File: src/rtl/wptr_full_pkg.sv
// Shared dual-clock FIFO definitions: default depth and Gray/binary conversions.
// Pure functions, no state; the read-side pointer logic reuses them.
package wptr_full_pkg;

  localparam int DEF_ADDRSIZE = 4;
  localparam int MAX_PTRW     = 32;

  typedef logic [MAX_PTRW-1:0] ptr_t;

  function automatic ptr_t bin2gray(input ptr_t b);
    return (b >> 1) ^ b;
  endfunction

  // Zero-extended inputs stay correct: the leading zero bits decode to zero.
  function automatic ptr_t gray2bin(input ptr_t g);
    ptr_t b;
    b[MAX_PTRW-1] = g[MAX_PTRW-1];
    for (int i = MAX_PTRW - 2; i >= 0; i--) begin
      b[i] = b[i+1] ^ g[i];
    end
    return b;
  endfunction

endpackage

File: src/rtl/wptr_full_r2w.sv
// Two-flop synchronizer bringing the read-side Gray pointer into the write clock.
// Two-edge latency, no backpressure; only the second stage may be consumed.
module wptr_full_r2w #(
  parameter int WIDTH = 5
) (
  input  logic             wclk,
  input  logic             rst,
  input  logic [WIDTH-1:0] graycode_rptr,
  output logic [WIDTH-1:0] rq2
);

  logic [WIDTH-1:0] rq1;

  always_ff @(posedge wclk or posedge rst) begin
    if (rst) begin
      rq1 <= '0;
      rq2 <= '0;
    end else begin
      rq1 <= graycode_rptr;
      rq2 <= rq1;
    end
  end

endmodule

File: src/rtl/wptr_full.sv
// Write-side pointer, registered full flag, occupancy and overflow for the async FIFO.
// Pointer/flags update one edge after an accepted write; writes while full are dropped and flagged.
module wptr_full
  import wptr_full_pkg::*;
#(
  parameter int ADDRSIZE = DEF_ADDRSIZE
) (
  input  logic                wclk,
  input  logic                rst,
  input  logic                winc,
  input  logic [ADDRSIZE:0]   graycode_rptr,
  output logic [ADDRSIZE-1:0] waddr,
  output logic [ADDRSIZE:0]   graycode_wptr,
  output logic                wfull,
  output logic [ADDRSIZE:0]   wcount,
  output logic                werr
);

  localparam int PW = ADDRSIZE + 1;
  // Full when the write pointer leads the read pointer by one full lap: top two Gray bits inverted.
  localparam logic [ADDRSIZE:0] FULL_MASK = PW'(3) << (ADDRSIZE - 1);

  logic              wen;
  logic [ADDRSIZE:0] wbin;
  logic [ADDRSIZE:0] wbin_next;
  logic [ADDRSIZE:0] wgray_next;
  logic [ADDRSIZE:0] rq2;
  logic [ADDRSIZE:0] rbin_sync;

  wptr_full_r2w #(
    .WIDTH(PW)
  ) u_r2w (
    .wclk          (wclk),
    .rst           (rst),
    .graycode_rptr (graycode_rptr),
    .rq2           (rq2)
  );

  assign wen        = winc & ~wfull;
  assign wbin_next  = wbin + PW'(wen);
  assign wgray_next = PW'(bin2gray(MAX_PTRW'(wbin_next)));
  assign rbin_sync  = PW'(gray2bin(MAX_PTRW'(rq2)));

  always_ff @(posedge wclk or posedge rst) begin
    if (rst) begin
      wbin          <= '0;
      graycode_wptr <= '0;
      wfull         <= 1'b0;
      werr          <= 1'b0;
    end else begin
      wbin          <= wbin_next;
      graycode_wptr <= wgray_next;
      wfull         <= (wgray_next == (rq2 ^ FULL_MASK));
      werr          <= winc & wfull;
    end
  end

  assign waddr  = wbin[ADDRSIZE-1:0];
  // Stale rq2 lags the real read pointer, so this can only overstate occupancy.
  assign wcount = wbin - rbin_sync;

endmodule

File: config.mk
export PLATFORM = sky130hd
export DESIGN_NAME = wptr_full
export DESIGN_NICKNAME = d
export VERILOG_FILES = /design/src/rtl/wptr_full_pkg.sv /design/src/rtl/wptr_full_r2w.sv /design/src/rtl/wptr_full.sv
export SDC_FILE = /design/constraint.sdc
export NUM_CORES = 1
export LEC_CHECK = 0
export CORE_MARGIN = 4
export CORE_UTILIZATION = 44
export CTS_CLUSTER_DIAMETER = 50
export DETAILED_ROUTE_END_ITERATION = 8
export PLACE_DENSITY = 0.74
export SLEW_MARGIN = 10
export SYNTH_ARGS = -nofsm -noshare
export SYNTH_HDL_FRONTEND = slang
export SYNTH_SLANG_ARGS = --single-unit
File: constraint.sdc
create_clock -name wclk -period 2.6 [get_ports wclk]
set_input_delay 0.52 -clock wclk [delete_from_list [all_inputs] [get_ports wclk]]
set_output_delay 0.52 -clock wclk [all_outputs]
set_load 0.01 [all_outputs]
# Word level (Yosys, flattened, before mapping)
# Cells that the tools add are included.
# totals
in_bits,8
ff_bits,22
output_inout_bits,16
word_cells,18
# op_classes
bitwise,9
n_eq_ne,1
n_addsub,2
# ops
cell,count
$add A5 B1 Y5,1
$eq A5 B5 Y1,1
$sub A5 B5 Y5,1
$xor A4 B5 Y5,1
$xor A1 B1 Y1,4
$and A1 B1 Y1,2
$not A2 Y2,1
$not A1 Y1,1

# Depth between registers and ports, before layout
# Gate-level depths: netlist (run 1).
# depth
word_depth,5
mapped_depth,10
depth_no_buf,10

# Hierarchy
# A second synthesis (run 1) with hierarchy kept.
# hier_totals
cells_unflattened,89
hier_area_um2,1091.0
# modules_own_cells
mod,seq_area_each_um2,n_inst,area_per_inst_um2,cells_per_inst
wptr_full,275.3,1,837.1,78
wptr_full_r2w,250.2,1,254.0,11

# Least setup slack after synthesis (run 1)
# No wires, ideal clock.
# synth_timing
path_type,flip-flop to output port
start,register u_r2w.rq2[3]
end,output port wcount[4]
stages_incl_launch_ff,11
path_buffers,0
path_slack_ns,-0.066
required_time_ns,2.080
t_arrival_ns,2.146
cell_sequence,dfrtp_1 -> xnor2_2 -> xor2_2 -> xor2_2 -> xnor2_1 -> ha_1 -> fa_1 -> inv_1 -> a21o_1 -> a21oi_1 -> xnor2_1
# synth_between
elab_chain_len,5
# synth_rtl
element,line_no,text
"start, declared",wptr_full_r2w.sv:9,output logic [WIDTH-1:0] rq2
"start signal, assigned",wptr_full_r2w.sv:20,rq2 <= rq1;
$xor A1 B1 Y1 (*),wptr_full_pkg.sv:19,b[i] = b[i+1] ^ g[i];
$xor A1 B1 Y1 (3 in series),wptr_full_pkg.sv:19,
$sub A5 B5 Y5 (*),wptr_full.sv:60,assign wcount = wbin - rbin_sync;
"end, declared",wptr_full.sv:15,"output logic [ADDRSIZE:0] wcount,"
# Every way passes the cells marked *; elsewhere a longest branch is shown, timed or not.

# Final worst setup path (run 1)
# layout_timing
start,register u_r2w.rq2[4]
end,output port wcount[4]
# layout_between
elab_chain_len,5
# layout_rtl
element,line_no
$xor A1 B1 Y1 (4 in series),wptr_full_pkg.sv:19
$sub A5 B5 Y5 (*),wptr_full.sv:60
# Marks and branches as above.

==> flow_summary.ini, run 1 <==
[outcome]
outcome = finished, violations left
failed_checks = setup timing

[logic_synthesis]
synth_area_leader_cell = dfrtp_1
syn_nets = 102
ys_seq_elements = 21
synth_top_cells_by_area = dfrtp_1, xnor2_1, ha_1
syn_inst = 87
yosysSeqAreaShare_pct = 48.5
synth_top_area_share_pct = 48.5
ys_warn_count = 0
synth_area_um2 = 1080
syn_area_per_cell_um2 = 12.5
yosysUniqueCellTypes = 27

[layout]
n_antenna_cell = 0
fin_util_pct = 66.3
drive_gt1_share_pct = 33.3
fin_cells = 157
nets = 145
final_common_cell = dfrtp_1
fill_cells = 176
syn_to_final_growth_pct = 39.3
final_cell_mix = dfrtp_1, clkdlybuf4s50_1, buf_4, xnor2_1, inv_1
stdcell_area_um2 = 1510

[placement]
placed_area_um2 = 1440
dp_hpwl_mm = 1.53
placed_cells = 148
gp_congestion = 0.867
io_buffers = 23
place_ws_ns = -0.619

[critical_path]
critPathLaunchType = flip-flop
worstPathMaxFanout = 2
cpMaxStageDelayCell = dfrtp_1
critPathKind = flip-flop to primary output
worstPathCellList = xnor2_2 > xor2_2 > xor2_2 > xnor2_1 > ha_2 > fa_2 > inv_2 > a21o_1 > a21oi_2 > xnor2_1 > buf_2
ff2ff_setup_slack_ns = 0.59
end_kind = primary output
r2r-start = wfull
critical_path_buf_inv_count = 2
r2r_cells = 9
required_ns = 2.08
crit_family = XOR/XNOR gates
reg2reg_to = wfull
cpPeakStageDelay_ns = 0.44
cp.arrival_ns = 2.53

[drt]
vias = 741
via_per_inst = 4.72
drt-total-wl_mm = 1.98
drc = 0
drt-wirelength-per-cell_um = 12.6
drt_iter0_markers = 27
first_pass_iters = 4
ant_nets = 0

[grt]
grt_max_degree = 22
grt-ovfl-total = 0
grt_pass1_vias = 819
grt_use_total_pct = 13.6
antenna_found_initial = 0
grt_pass1_wl_mm = 3.57

[sta]
finalCriticalPeriod_ns = 3.05
setup_slack_ns = -0.455
post-route-period-util_pct = 117
final_hold_viol_count = 0
rsz0062_at_grt = true
worst_hold_slack_ns = 0.361
max_freq_mhz = 327
worst_slew_pin_slew_ns = 0.757
drv_slew = 0
slew_headroom_pct = 49.5
finalSetupTns_ns = -1.48
setup_viol = 4
finClkSkew_ns = 0.00721

[floorplan]
fp.dieW_um = 57.6
fp-row-count = 17
io_pins = 24
coreArea_um2 = 2280
die_h_um = 57.6
die_area_um2 = 3320
start_util_pct = 47.6

[clocking]
clock_path_buffers = 2
clk_latency_ns = 0.31
cts_made_buffers = 3
clk_pin_slew_ns = 0.12
clock-sinks = 21
hold_buffers = 0
cts_tree = built
clockRootBuffer = clkbuf_4
htreeDepth = 1

[hold_path]
hold_path.class = flip-flop to flip-flop
hold_depth = 0
holdCritStartpoint = u_r2w.rq1[4]
min_to = u_r2w.rq2[4]

[job]
drv_cap = 0

[power_and_ir_drop]
irDropWorstVdd_v = 0.000700
power_density_nw_per_um2 = 1250
finalPower_mw = 1.88
leakage_nw = 0.684
==> logic make-up after synthesis <==
kind of cell | share of synthesized area (%)
xor gates and xnor gates | 22.2
muxes | 1.04
DFF | 48.5
and+or+nand+nor | 5.20
buffers and inverters | 5.66
adders and majority gates | 8.78
AOI/OAI and AO/OA | 8.66
==> metal layers <==
metal	wire length [µm]	global-route usage, %	share of wire [%]
met3	120	2.23	6.1
met4	16	6.29	0.81
met5	0	0	0
met1	781	16.7	39
met2	1060	23.4	54
==> where the power goes <==
part	internal (mW)	leakage, nW	switching, mW
Sequential	0.419	0.250	0.0599
Clock	0.0586	0.0139	0.101
Combinational	0.664	0.420	0.578
==> worst max path at each step <==
stage	end	cells after the start	startpoint
floorplan	wcount[4]	10	u_r2w.rq2[4]
global placement	wcount[4]	11	u_r2w.rq2[4]
detailed placement	wcount[4]	11	u_r2w.rq2[4]
CTS	wcount[4]	11	u_r2w.rq2[3]
global route	wcount[4]	11	u_r2w.rq2[4]
finish	wcount[4]	11	u_r2w.rq2[4]
==> synthesized netlist by cell type <==
master,instances
dfrtp_1,21
xnor2_1,15
inv_1,10
ha_1,6
xor2_1,5
nand3_1,3
xor2_2,3
a21o_1,2
a21oi_1,2
buf_4,2
nor2b_1,2
a211oi_2,1
a21boi_4,1
a22o_1,1
a31oi_1,1
and2_1,1
buf_2,1
clkbuf_1,1
fa_1,1
mux2_1,1
nand2_1,1
nand2b_1,1
nand4_1,1
o22ai_1,1
o32ai_2,1
or3_1,1
xnor2_2,1
==> sequential cells by signal, indices dropped and copies added, names as in the netlist <==
register and flops:
graycode_wptr 5, u_r2w.rq2 5, u_r2w.rq1 5, wbin 4, werr 1, wfull 1
==> timing repair <==
action / in CTS / in global routing
setup endpoints to repair: 5 / 5
setup buffers: 4 / 2
gates resized for setup: 25 / 2
pin swaps: 10 / 7
==> cell type report <==
type / instances / area [µm²] / share of cell area, %
Sequential cell: 21 / 526 / 34.8
Clock buffer: 3 / 22.5 / 1.49
Timing Repair Buffer: 42 / 352 / 23.3
Multi-Input combinational cell: 52 / 529 / 35.1
Inverter: 10 / 37.5 / 2.49
Clock inverter: 1 / 7.51 / 0.498
Tap cell: 28 / 35.0 / 2.32
Power figures use the tool's default switching activity.
==> inputs of run 2 (changes only) <==
Settings changed: ABC_CLOCK_PERIOD_IN_PS set to 2600, CORE_UTILIZATION 44 to 30, PLACE_DENSITY 0.74 to unset, SLEW_MARGIN 10 to 0.
==> flow_summary.ini, run 2 (synthesis gave the netlist of run 1 again) <==
[sta]
slew_headroom_pct = 49.1
setup_slack_ns = -0.427
finClkSkew_ns = 0.00240
final_hold_viol_count = 0
worst_slew_pin_slew_ns = 0.762
drv_slew = 0
max_freq_mhz = 330
rsz0062_at_grt = true
post-route-period-util_pct = 116
setup_viol = 4
finalCriticalPeriod_ns = 3.03

[hold_path]
hold_depth = 0
hold_path.class = flip-flop to flip-flop

[placement]
dp_hpwl_mm = 1.53
placed_cells = 166
io_buffers = 23
gp_congestion = 0.717
placed_area_um2 = 1460

[grt]
grt_pass1_vias = 742
grt_use_total_pct = 9.46
antenna_found_initial = 0
grt_pass1_wl_mm = 3.20
grt_max_degree = 22
grt-ovfl-total = 0

[layout]
n_antenna_cell = 0
nets = 142
fin_util_pct = 44.0
final_common_cell = dfrtp_1
stdcell_area_um2 = 1500
biggestRegsByFlops = graycode_wptr: 5 flops, u_r2w.rq1: 5 flops, u_r2w.rq2: 5 flops
final_cell_mix = dfrtp_1, clkdlybuf4s50_1, buf_4, xnor2_1, inv_1
drive_gt1_share_pct = 30.2
fin_cells = 172
syn_to_final_growth_pct = 38.6

[floorplan]
die_h_um = 68.1
io_pins = 24
coreArea_um2 = 3420
fp-row-count = 21
start_util_pct = 31.7
die_area_um2 = 4640
fp.dieW_um = 68.1

[outcome]
failed_checks = setup timing
outcome = finished, violations left

[critical_path]
cp_num_cells = 11
critPathKind = flip-flop to primary output
end_kind = primary output
cpMaxStageDelayCell = dfrtp_1
required_ns = 2.08
worstPathCellList = xnor2_2 > xor2_2 > xor2_2 > xnor2_1 > ha_2 > fa_2 > inv_1 > a21o_1 > a21oi_2 > xnor2_1 > buf_2
worstPathMaxFanout = 2
cpPeakStageDelay_ns = 0.42
critPathLaunchType = flip-flop
critical_path_buf_inv_count = 2
cp.arrival_ns = 2.51
r2r_cells = 9
crit_family = XOR/XNOR gates

[power_and_ir_drop]
finalPower_mw = 1.84
power_density_nw_per_um2 = 1220
leakage_nw = 0.671
irDropWorstVdd_v = 0.000395

[drt]
via_per_inst = 4.19
ant_nets = 0
vias = 720
drt-wirelength-per-cell_um = 11.2
drt_iter0_markers = 13
drt-total-wl_mm = 1.93
drc = 0
first_pass_iters = 2

[job]
drv_cap = 0

[clocking]
clock-sinks = 21
clk_pin_slew_ns = 0.11
cts_made_buffers = 3
hold_buffers = 0
cts_tree = built
clock_path_buffers = 2
clk_latency_ns = 0.29
htreeDepth = 1
clockRootBuffer = clkbuf_4
-- run 2: cell count changes in the layout (fill, tap and decap cells not counted) --
cell and change:
buf_4 -2, buf_6 -1, clkbuf_1 +1, clkinvlp_4 -1, inv_1 +1, inv_2 -1
-- run 2: report_power, final --
| group | internal, mW | switching (mW) |
|---|---|---|
| clock | 0.0596 | 0.0909 |
| sequential | 0.419 | 0.0639 |
| combinational | 0.642 | 0.563 |
-- run 2: per-stage QoR --
stage,hold WS [ns],setup TNS (ns),worst slack (ns)
after detailed placement,0.335,-1.73,-0.590
final,0.357,-1.24,-0.427
after floorplan,0.331,-0.0201,-0.0201
after CTS,0.361,-1.38,-0.470
after global routing,0.366,-1.72,-0.592
after global placement,0.333,-1.47,-0.504
-- run 2: timing repair --
item,in CTS,in global routing
setup buffers,2,1
setup endpoints to repair,5,5
pin swaps,9,7
resized for setup,24,1
-- run 2: path summary, 6_finish.rpt --
kind | from | end | slack [ns]
worst max-delay path | u_r2w.rq2[4] | wcount[4] | -0.43
worst min-delay path | u_r2w.rq1[0] | u_r2w.rq2[0] | 0.36
worst max register to register | wfull | wfull | 0.64
worst min register to register | u_r2w.rq1[0] | u_r2w.rq2[0] | 0.36
max in group asynchronous | rst | wfull | 1.47
min in group asynchronous | rst | u_r2w.rq1[2] | 0.65
-- run 2: layout make-up --
class,instances,area (µm²)
multi-input cells,52,529
well taps,46,57.6
inverters,10,37.5
fillers,341,1910
repair buffers,39,325
flip-flops and latches,21,526
clock buffers,4,26.3
-- run 2: routing by layer --
layer / vias up / part of all wire (%) / GRT usage, %
li1: 354 / - / -
met1: 349 / 40 / 10.1
met2: 15 / 54 / 17.4
met3: 2 / 5.3 / 2.13
met4: 0 / 0.73 / 4.47
met5: - / 0 / 0
==> edit, RTL diff (config.mk and constraints of run 2) <==
The output `werr` loses its register stage (`werr` becomes a continuous assignment).
--- a/src/rtl/wptr_full.sv
+++ b/src/rtl/wptr_full.sv
@@ -48,3 +48,2 @@
       wfull         <= 1'b0;
-      werr          <= 1'b0;
     end else begin
@@ -53,5 +52,6 @@
       wfull         <= (wgray_next == (rq2 ^ FULL_MASK));
-      werr          <= winc & wfull;
     end
   end
+
+  assign werr = winc & wfull;
 
Check against the original RTL: not equivalent (a bounded check fails within 4 cycles, from zero or initial values and one cycle with rst high).
==> edit against run 2 <==
The flow still finishes with violations (negative setup slack); clock skew grew 0.0078 ns; core utilization increased by 1.3 points; sequential cell count down 1; final cell count increased by 1.2%; clock power up 67%; global-route usage rose by 0.48 points; total power increased by 6.5%; wire length is 2.5% lower; synthesized area fell by 2.3%; setup slack lost 0.045 ns; cell area increased by 1.4%; critical path type unchanged; largest cell class unchanged; largest power group unchanged; highest routed layer unchanged.
==> edit: results (changes against run 2) <==
Place
  • Worst slack at placement: -0.654 ns (-0.0647 ns)
  • Dpl cell area: 1430 um2 (-1.7%)
  • Routability cong.: 0.725 (+1.1%)
  • Inst Count DP: 165 (-0.60%)
  • DP Wirelength: 1.53 mm (about the same)

GRT
  • First-pass GRT wire length: 3.37 mm (+5.2%)
  • Vias in the first global route: 788 (+6.2%)
  • Pin count of the biggest net entering global routing: 21 (-4.5%)
  • GRT met3 Usage: 0.0150 (-0.00637)
  • Met2 usage: 0.179 (+0.00465)
  • Total GRT Usage: 0.0993 (+0.00475)
  • Met1 Use GR: 0.115 (+0.0142)

Timing
  • Final worst slack: -0.472 ns (-0.0449 ns)
  • Setup TNS: -1.59 ns (-0.353 ns)
  • Final setup viols: 4 (unchanged)
  • Clock skew: 0.0102 ns (+0.00785 ns)
  • Slew margin rel.: 0.510 (+0.0188)

Pwr
  • Sw Pwr: 0.721 mW (+0.57%)
  • Pwr Total: 1.96 mW (+6.5%)
  • Clk pwr share: 0.128 (+0.046)
  • LEAKAGE: 0.688 nW (+2.6%)
  • Flop pwr share: 0.234 (-0.029)
  • Worst vdd ir: 0.353 mV (-11%)

Yosys
  • Syn avg cell area: 12.3 um2 (-1.2%)
  • Sequential share of the synthesized area: 0.473 (-0.0122)
  • Syn_nets: 101 (-0.98%)
  • Post-synth cell types: 27 (unchanged)
  • Synth warn: 0 (unchanged)
  • Asr flop ratio synth: 1.00 (unchanged)
  • Top post-synthesis cells by area: dfrtp_1 (47%), xnor2_1 (12%), ha_1 (7.1%)
  • Most common library cells after synthesis: dfrtp_1 (20), xnor2_1 (15), inv_1 (10), ha_1 (6), xor2_1 (5)

Worst setup path
  • R2R Setup Slk: 0.59 ns (-0.05 ns)
  • Crit Path Max Fanout: 2 (unchanged)
  • Crit path DAT: 2.55 ns (+0.04 ns)
  • Reg-to-reg endpoint: wfull$_DFF_PP0_
  • Worst setup endpoint: wcount[4]

Routing
  • Met3 WL: 77 um (-25%)
  • Wire length per cell: 10.8 um (-3.6%)
  • DRT iter0 DRCs: 14 (+1)
  • WL met2: 1.02 mm (-2.2%)
  • Via count: 725 (+0.69%)
  • WL final: 1.88 mm (-2.5%)
  • DRT Pass-1 Iters: 3 (+1)

CTS
  • Number of gates resized after CTS: 23 (-4.2%)
  • Post-CTS setup buffer count: 4 (+2)
  • Cts hold-fix bufs: 0 (unchanged)

Status
  • Failing checks: negative setup slack
  • Outcome: finished, violations left

Final layout
  • Ant. Diodes: 0 (unchanged)
  • Fill cells: 336 (-1.5%)
  • Area Overhead vs Synth: 43.9%
  • Net count, final: 144 (+1.4%)
  • Share of cells above drive strength 1: 0.320 (+0.0187)
[edit: logic make-up after synthesis]
| family | count (synthesis) | share of synthesized area |
|---|---|---|
| fa+ha+maj | 7 | 0.0898 |
| buf+inv | 14 | 0.0579 |
| simple gates | 10 | 0.0532 |
| mux | 1 | 0.0106 |
| flops | 20 | 0.473 |
| xor+xnor | 24 | 0.227 |
| compound gates | 10 | 0.0887 |
[edit: critical path, stage by stage (launching register included)]
cell	delay, ns
dfrtp_1	0.42
xnor2_2	0.23
xor2_2	0.22
xor2_2	0.18
xnor2_1	0.16
ha_2	0.23
fa_2	0.20
inv_1	0.04
a21o_1	0.15
a21oi_2	0.13
xnor2_1	0.13
buf_2	0.15
[edit: worst min-delay path by stage]
stage	from	endpoint	slack [ns]	cells past startpoint
5_1_grt	u_r2w.rq1[4]$_DFF_PP0_	u_r2w.rq2[4]$_DFF_PP0_	0.37	0
3_3_place_gp	u_r2w.rq1[1]$_DFF_PP0_	u_r2w.rq2[1]$_DFF_PP0_	0.33	0
2_1_floorplan	u_r2w.rq1[0]$_DFF_PP0_	u_r2w.rq2[0]$_DFF_PP0_	0.33	0
4_1_cts	u_r2w.rq1[0]$_DFF_PP0_	u_r2w.rq2[0]$_DFF_PP0_	0.36	0
3_5_place_dp	u_r2w.rq1[0]$_DFF_PP0_	u_r2w.rq2[0]$_DFF_PP0_	0.34	0
6_report	u_r2w.rq1[0]$_DFF_PP0_	u_r2w.rq2[0]$_DFF_PP0_	0.36	0
[edit: cell type report]
cell class              count  area share
multi-input cells          52       0.339
flip-flops and latches     20       0.329
repair buffers             42       0.235
well taps                  46      0.0378
inverters                  10      0.0247
clock inverters             1      0.0197
clock buffers               3      0.0148
